===== config.mk =====
export PLATFORM = sky130hd
export DESIGN_NAME = lsqueue
export DESIGN_NICKNAME = d
export VERILOG_FILES = /design/src/rtl/lsqueue_pkg.sv /design/src/rtl/lsqueue_entry.sv /design/src/rtl/lsqueue.sv
export SDC_FILE = /design/constraint.sdc
export NUM_CORES = 1
export LEC_CHECK = 0
export ABC_AREA = 1
export CORE_ASPECT_RATIO = 0.75
export CORE_MARGIN = 5
export CORE_UTILIZATION = 40
export DETAILED_ROUTE_END_ITERATION = 16
export HOLD_SLACK_MARGIN = 0.05
export PLACE_DENSITY = 0.58
export SLEW_MARGIN = 20
export SYNTH_ARGS = -nofsm -noshare
export SYNTH_HDL_FRONTEND = slang
export SYNTH_SLANG_ARGS = --single-unit

===== constraint.sdc =====
create_clock -name clk -period 4.55 [get_ports clk]
set_input_delay 0.91 -clock clk [delete_from_list [all_inputs] [get_ports clk]]
set_output_delay 0.91 -clock clk [all_outputs]
set_load 0.02 [all_outputs]

===== src/rtl/lsqueue_pkg.sv =====
// Shared types and defaults for the load/store queue and its entry slots.
package lsqueue_pkg;

  localparam int LSQ_TAG_W  = 6;
  localparam int LSQ_DATA_W = 32;
  localparam int LSQ_IMM_W  = 16;

  // One queue slot. Storage widths follow the package defaults; the top
  // level defaults its TAG_W/DATA_W to the same values, so widening the
  // queue means widening these localparams.
  typedef struct packed {
    logic                  valid;
    logic                  store;
    logic [LSQ_IMM_W-1:0]  imm;
    logic [LSQ_DATA_W-1:0] rsData;
    logic [LSQ_DATA_W-1:0] rtData;
    logic [LSQ_TAG_W-1:0]  rsTag;
    logic [LSQ_TAG_W-1:0]  rtTag;
    logic                  rsValid;
    logic                  rtValid;
    logic [LSQ_TAG_W-1:0]  rdTag;
  } lsq_entry_t;

  // True when a still-pending operand is satisfied by the current broadcast.
  function automatic logic cdbHit(input logic                 opValid,
                                  input logic [LSQ_TAG_W-1:0] opTag,
                                  input logic                 cdbValid,
                                  input logic [LSQ_TAG_W-1:0] cdbTag);
    return !opValid && cdbValid && (opTag == cdbTag);
  endfunction

endpackage


===== src/rtl/lsqueue_entry.sv =====
// A single load/store queue slot: holds one memory op, snoops the CDB for
// missing operands, and presents its issue readiness and computed address.
module lsq_entry
  import lsqueue_pkg::*;
(
  input  logic                  clk,
  input  logic                  rst,
  input  logic                  clear_i,
  input  logic                  write_i,
  input  lsq_entry_t            wrEntry_i,
  input  logic                  pop_i,
  input  logic                  cdbValid_i,
  input  logic [LSQ_TAG_W-1:0]  cdbTag_i,
  input  logic [LSQ_DATA_W-1:0] cdbData_i,
  output logic                  ready_o,
  output logic                  store_o,
  output logic [LSQ_DATA_W-1:0] addr_o,
  output logic [LSQ_DATA_W-1:0] wdata_o,
  output logic [LSQ_TAG_W-1:0]  rdTag_o
);

  lsq_entry_t entry_q, entry_d;

  // Next slot contents: new writes take a same-cycle CDB bypass, occupied
  // slots snoop the CDB, a pop frees the slot, and clear wins over everything.
  always_comb begin
    entry_d = entry_q;
    if (write_i) begin
      entry_d = wrEntry_i;
      if (cdbHit(wrEntry_i.rsValid, wrEntry_i.rsTag, cdbValid_i, cdbTag_i)) begin
        entry_d.rsValid = 1'b1;
        entry_d.rsData  = cdbData_i;
      end
      if (cdbHit(wrEntry_i.rtValid, wrEntry_i.rtTag, cdbValid_i, cdbTag_i)) begin
        entry_d.rtValid = 1'b1;
        entry_d.rtData  = cdbData_i;
      end
    end else if (entry_q.valid) begin
      if (pop_i) begin
        entry_d.valid = 1'b0;
      end else begin
        if (cdbHit(entry_q.rsValid, entry_q.rsTag, cdbValid_i, cdbTag_i)) begin
          entry_d.rsValid = 1'b1;
          entry_d.rsData  = cdbData_i;
        end
        if (cdbHit(entry_q.rtValid, entry_q.rtTag, cdbValid_i, cdbTag_i)) begin
          entry_d.rtValid = 1'b1;
          entry_d.rtData  = cdbData_i;
        end
      end
    end
    if (clear_i) begin
      entry_d.valid = 1'b0;
    end
  end

  // Slot register; reset wipes the whole record so outputs read as zero.
  always_ff @(posedge clk) begin
    if (rst) begin
      entry_q <= '0;
    end else begin
      entry_q <= entry_d;
    end
  end

  // Issue view of the slot: loads only need the base, stores need both.
  always_comb begin
    ready_o = entry_q.valid && entry_q.rsValid && (!entry_q.store || entry_q.rtValid);
    store_o = entry_q.store;
    addr_o  = entry_q.rsData + LSQ_DATA_W'($signed(entry_q.imm));
    wdata_o = entry_q.rtData;
    rdTag_o = entry_q.rdTag;
  end

endmodule


===== src/rtl/lsqueue.sv =====
// In-order load/store queue: circular FIFO of lsq_entry slots, issuing the
// head op to memory once its operands are available.
module lsqueue
  import lsqueue_pkg::*;
#(
  parameter int DEPTH  = 4,
  parameter int TAG_W  = LSQ_TAG_W,
  parameter int DATA_W = LSQ_DATA_W
) (
  input  logic                     clk,
  input  logic                     rst,
  input  logic                     dispatch_en,
  input  logic                     dispatch_store,
  input  logic [15:0]              dispatch_imm,
  input  logic [DATA_W-1:0]        dispatch_rsdata,
  input  logic [DATA_W-1:0]        dispatch_rtdata,
  input  logic [TAG_W-1:0]         dispatch_rstag,
  input  logic [TAG_W-1:0]         dispatch_rttag,
  input  logic                     dispatch_rsvalid,
  input  logic                     dispatch_rtvalid,
  input  logic [TAG_W-1:0]         dispatch_rdtag,
  output logic                     dispatch_ready,
  input  logic                     cdb_valid,
  input  logic [TAG_W-1:0]         cdb_tag,
  input  logic [DATA_W-1:0]        cdb_data,
  input  logic                     flush,
  output logic                     issue_valid,
  input  logic                     issue_ready,
  output logic                     issue_store,
  output logic [DATA_W-1:0]        issue_addr,
  output logic [DATA_W-1:0]        issue_wdata,
  output logic [TAG_W-1:0]         issue_tag,
  output logic [$clog2(DEPTH):0]   count
);

  localparam int PTR_W = $clog2(DEPTH);
  localparam int CNT_W = PTR_W + 1;

  logic [PTR_W-1:0] head_q, head_d, tail_q, tail_d;
  logic [CNT_W-1:0] count_q, count_d;

  logic enq, deq;
  lsq_entry_t newEntry;

  logic [DEPTH-1:0]      slotReady;
  logic [DEPTH-1:0]      slotStore;
  logic [LSQ_DATA_W-1:0] slotAddr  [DEPTH];
  logic [LSQ_DATA_W-1:0] slotWdata [DEPTH];
  logic [LSQ_TAG_W-1:0]  slotTag   [DEPTH];

  // Handshakes: a full queue refuses dispatch even when the head leaves.
  always_comb begin
    dispatch_ready = (count_q != CNT_W'(DEPTH));
    enq            = dispatch_en && dispatch_ready;
    deq            = issue_valid && issue_ready;
  end

  // Package the incoming op; bypass against the CDB happens in the slot.
  always_comb begin
    newEntry         = '0;
    newEntry.valid   = 1'b1;
    newEntry.store   = dispatch_store;
    newEntry.imm     = dispatch_imm;
    newEntry.rsData  = LSQ_DATA_W'(dispatch_rsdata);
    newEntry.rtData  = LSQ_DATA_W'(dispatch_rtdata);
    newEntry.rsTag   = LSQ_TAG_W'(dispatch_rstag);
    newEntry.rtTag   = LSQ_TAG_W'(dispatch_rttag);
    newEntry.rsValid = dispatch_rsvalid;
    newEntry.rtValid = dispatch_rtvalid;
    newEntry.rdTag   = LSQ_TAG_W'(dispatch_rdtag);
  end

  for (genvar i = 0; i < DEPTH; i++) begin : gSlot
    lsq_entry uEntry (
      .clk        (clk),
      .rst        (rst),
      .clear_i    (flush),
      .write_i    (enq && (tail_q == PTR_W'(i))),
      .wrEntry_i  (newEntry),
      .pop_i      (deq && (head_q == PTR_W'(i))),
      .cdbValid_i (cdb_valid),
      .cdbTag_i   (LSQ_TAG_W'(cdb_tag)),
      .cdbData_i  (LSQ_DATA_W'(cdb_data)),
      .ready_o    (slotReady[i]),
      .store_o    (slotStore[i]),
      .addr_o     (slotAddr[i]),
      .wdata_o    (slotWdata[i]),
      .rdTag_o    (slotTag[i])
    );
  end

  // Head slot drives the issue port; fields read zero while nothing is ready.
  always_comb begin
    issue_valid = slotReady[head_q];
    issue_store = 1'b0;
    issue_addr  = '0;
    issue_wdata = '0;
    issue_tag   = '0;
    if (issue_valid) begin
      issue_store = slotStore[head_q];
      issue_addr  = DATA_W'(slotAddr[head_q]);
      issue_wdata = DATA_W'(slotWdata[head_q]);
      issue_tag   = TAG_W'(slotTag[head_q]);
    end
  end

  // Pointer and occupancy update; flush empties the queue outright.
  always_comb begin
    head_d  = head_q;
    tail_d  = tail_q;
    count_d = count_q;
    if (flush) begin
      head_d  = '0;
      tail_d  = '0;
      count_d = '0;
    end else begin
      if (enq) tail_d = tail_q + PTR_W'(1);
      if (deq) head_d = head_q + PTR_W'(1);
      if (enq && !deq)      count_d = count_q + CNT_W'(1);
      else if (!enq && deq) count_d = count_q - CNT_W'(1);
    end
  end

  // FIFO control registers; reset dominates flush.
  always_ff @(posedge clk) begin
    if (rst) begin
      head_q  <= '0;
      tail_q  <= '0;
      count_q <= '0;
    end else begin
      head_q  <= head_d;
      tail_q  <= tail_d;
      count_q <= count_d;
    end
  end

  assign count = count_q;

endmodule

==> flow_summary.yaml <==
clocking:
  cts_hold_buf: 0
  tritoncts: "done"
  clk_latency_ns: 0.61
  htreeDepth: 2
  cts-buffers-inserted: 46
  cts.root.buffer_cell: "clkbuf_16"
  clock_sinks: 415
  clock_path_buffers: 3
  path_clk_slew_ns: 0.06
sta:
  fmax_mhz: 226.8
  clock_skew_ns: 0.01857
  finalSetupTns_ns: 0
  maxSlewViolCount: 0
  rsz0062_at_grt: "no"
  finalHoldViolations: 0
  tightest_slew_ns: 1.039
  whs_ns: 0.4507
  relSlewSlack: 0.3074
  period_minus_slack_ns: 4.409
  final-setup-viol-count: 0
  finalWorstSetupSlack_ns: 0.1405
  finalCritPeriodShare: 0.9691
synthesis:
  syn_nets: 5753
  avgSynthCellArea_um2: 5.741
  seq_area_frac_synth: 0.2646
  synth_cell_types: 49
  synth_area_leaders: "dfxtp_1, nand2_1, inv_1"
  synthTopCellsByCount: "nand2_1, inv_1, nor2_1"
  synth.largest_area_cell: "dfxtp_1"
  synthArstFlopShare: 0
  syn_area_um2: 31400
  ys_seq_elements: 415
  synth_edf_count: 0
  yosysTopAreaCellShare: 0.2646
  syn_inst: 5470
  yosysWarnings: 0
  synth_ff_type: "dfxtp_1"
  synth.most_common_cell: "nand2_1"
setup_path:
  reg2reg_to: "gSlot[0].uEntry.entry_q[67]$_SDFFE_PP0P_"
  startpoint_type: "flip-flop"
  cp_slowest_cell: "clkdlybuf4s50_1"
  endpoint_kind: "output port"
  worst-path-max-fanout: 4
  reg2reg_slack_ns: 1.04
  r2r_cells: 10
  path_cells: "ha_1, nand2_1, nor2_1, and2_1, nand2_1, nand2_1, o21ai_0, a21oi_1, nor2_1, clkdlybuf4s50_1"
  critical_path_class: "flip-flop to output port"
  cp.required_ns: 3.64
  cp.arrival_ns: 3.50
  timing.rr.start: "head_q[0]$_SDFFE_PP0N_"
  crit_buf_inv: 1
  critPathMostFrequentCell: "nand2_1"
  crit_family: "simple AND/OR/NAND/NOR gates"
  worst_path_largest_cell_delay_ns: 0.63
min_path:
  hold_start: "gSlot[2].uEntry.rdTag_o[2]$_SDFFE_PP0P_"
  worst_hold_path.num_cells: 2
  min_path_type: "flip-flop to flip-flop"
  min_to: "gSlot[2].uEntry.rdTag_o[2]$_SDFFE_PP0P_"
cells_and_area:
  stdcell_area_um2: 36170
  post-route-util: 0.4620
  final_cells: 6641
  layout-drive-gt1-share: 0.04791
  finalNetCount: 5844
  syn2layout_area_growth_pct: 15.19
detailed_routing:
  antenna_left: 0
  vias_per_cell: 5.326
  drc_errors: 0
  routed-via-count: 35370
  firstDrtPassIters: 7
  avgRoutedWirePerCell_um: 20.96
  drt-initial-drc-count: 4063
  totalWireLength_mm: 139.2
floorplan:
  die_h_um: 252.6
  initial_utilization: 0.4011
  rows: 89
  dieArea_um2: 84260
  ioPinCount: 221
  dieWidth_um: 333.5
  core_um2: 78280
power_and_ir_drop:
  powerDensity_nw_per_um2: 261.4
  p_int_mw: 6.575
  p_seq_frac: 0.409
  ir_worst_vdd_uv: 287.6
  finalPower_mw: 9.455
  pwr-share-comb: 0.166
  switchingPower_mw: 2.880
  clockPowerShare: 0.425
  power_leakage_nw: 17.51
  netSwitchingFraction: 0.3046
grt:
  grt_max_degree: 155
  grt-ovfl-total: 0
  grt_first_pass_wirelength_mm: 205.7
  grtUsageTotal: 0.3172
  antenna_found_initial: 7
  grt_pass1_vias: 31590
placement:
  place_ws_ns: 0.5509
  place_congestion: 1.014
  place_inst: 6558
  portBuffers: 220
  placed_cell_area_um2: 34560
  dp.final_hpwl_mm: 104.5
run_status:
  status: "completed"
flow_run:
  maxCapViolations: 0
worst max-delay path by stage:
| stage | start | end | slack [ns] | depth (start not counted) |
|---|---|---|---|---|
| after global routing | gSlot[3].uEntry.entry_q[60]$_SDFFE_PP0P_ | issue_addr[17] | 0.003 | 13 |
| final | gSlot[2].uEntry.entry_q[63]$_SDFFE_PP0P_ | issue_addr[14] | 0.14 | 10 |
| after floorplan | gSlot[2].uEntry.entry_q[99]$_SDFFE_PP0P_ | issue_addr[27] | 1.54 | 10 |
| after detailed placement | gSlot[3].uEntry.entry_q[99]$_SDFFE_PP0P_ | issue_addr[29] | 0.55 | 12 |
| after global placement | gSlot[1].uEntry.entry_q[52]$_SDFFE_PP0P_ | issue_addr[24] | 0.53 | 17 |
| after CTS | gSlot[1].uEntry.entry_q[66]$_SDFFE_PP0P_ | issue_addr[23] | 0.009 | 16 |
cell usage in the layout (no fill, tap or decap), types with 5 or more instances in the layout:
master,Yosys,routed
fa_1,5,5
clkinv_2,0,6
o21ai_1,123,122
nand4_1,19,19
clkbuf_16,0,46
clkdlybuf4s50_1,0,202
o21ai_0,176,176
inv_2,12,12
dfxtp_2,0,6
clkbuf_8,0,6
nand2_1,1845,1840
o22ai_1,15,15
nor2_2,0,5
nand2_2,8,9
o21bai_1,15,15
bufinv_16,0,6
dfxtp_1,415,407
o211ai_1,5,5
nand3b_1,7,7
clkbuf_1,131,9
buf_4,16,67
o21ai_2,29,29
a21oi_1,512,512
o21a_1,32,32
xor2_1,19,19
nor3_1,22,22
buf_12,0,15
or2_1,20,20
or2_2,24,24
xnor2_1,28,28
ha_1,133,130
nor4_1,7,7
inv_1,715,713
nand3_1,443,439
dlymetal6s2s_1,0,11
o2111ai_1,5,5
nand2_4,1,5
a31oi_1,7,7
nor2_1,540,534
layout make-up:
class / instances / area, µm²
fillers: 8564 / 42110
multi-input cells: 4067 / 19220
flip-flops and latches: 415 / 8323
repair buffers: 302 / 3018
inverters: 729 / 2745
well taps: 1046 / 1309
clock buffers: 60 / 1254
clock inverters: 21 / 295.3
diodes: 1 / 2.502
cell families (layout without fill, tap and decap cells):
logic type / count (synthesis) / after routing / synth area share
simple gates: 2947 / 2947 / 0.3796
fa+ha+maj: 138 / 138 / 0.05618
other cells: 0 / 1 / 0
compound gates: 935 / 935 / 0.1601
flops: 415 / 415 / 0.2646
buf+inv: 988 / 1112 / 0.1264
xor+xnor: 47 / 47 / 0.01311
worst min-delay path, stage by stage (launching register included):
cell and delay (ns):
dfxtp_1 0.30, inv_1 0.06, a21oi_1 0.05
power groups by stage:
stage	registers, mW	clock network [mW]	logic [mW]
after floorplan	3.89	0	0.922
after global placement	3.95	0	1.53
after detailed placement	3.95	0	1.53
after CTS	3.87	4.05	1.54
after global routing	3.88	4.18	1.71
final	3.87	4.02	1.57
registers in the layout, indices dropped and copies added, names as in the netlist:
| register | flops |
|---|---|
| gSlot.uEntry.entry_q | 252 |
| gSlot.uEntry.wdata_o | 128 |
| gSlot.uEntry.rdTag_o | 24 |
| gSlot.uEntry.store_o | 4 |
| count | 3 |
| head_q | 2 |
| tail_q | 2 |
per-layer routing:
| layer | share of wire | up-vias | GRT usage |
|---|---|---|---|
| met3 | 0.099 | 181 | 0.06876 |
| met5 | 0.00019 | - | 0 |
| li1 | - | 17490 | - |
| met1 | 0.47 | 16250 | 0.4721 |
| met2 | 0.41 | 1447 | 0.4660 |
| met4 | 0.026 | 4 | 0.07535 |
repair_timing:
action | 4_1_cts | 5_1_grt
buffers inserted | 0 | 1
pin swaps | 0 | 0
resized for setup | 10 | 32
setup endpoints to repair | 10 | 20
cloned | 0 | 0
Note: power is estimated with default switching activity, not from simulation.
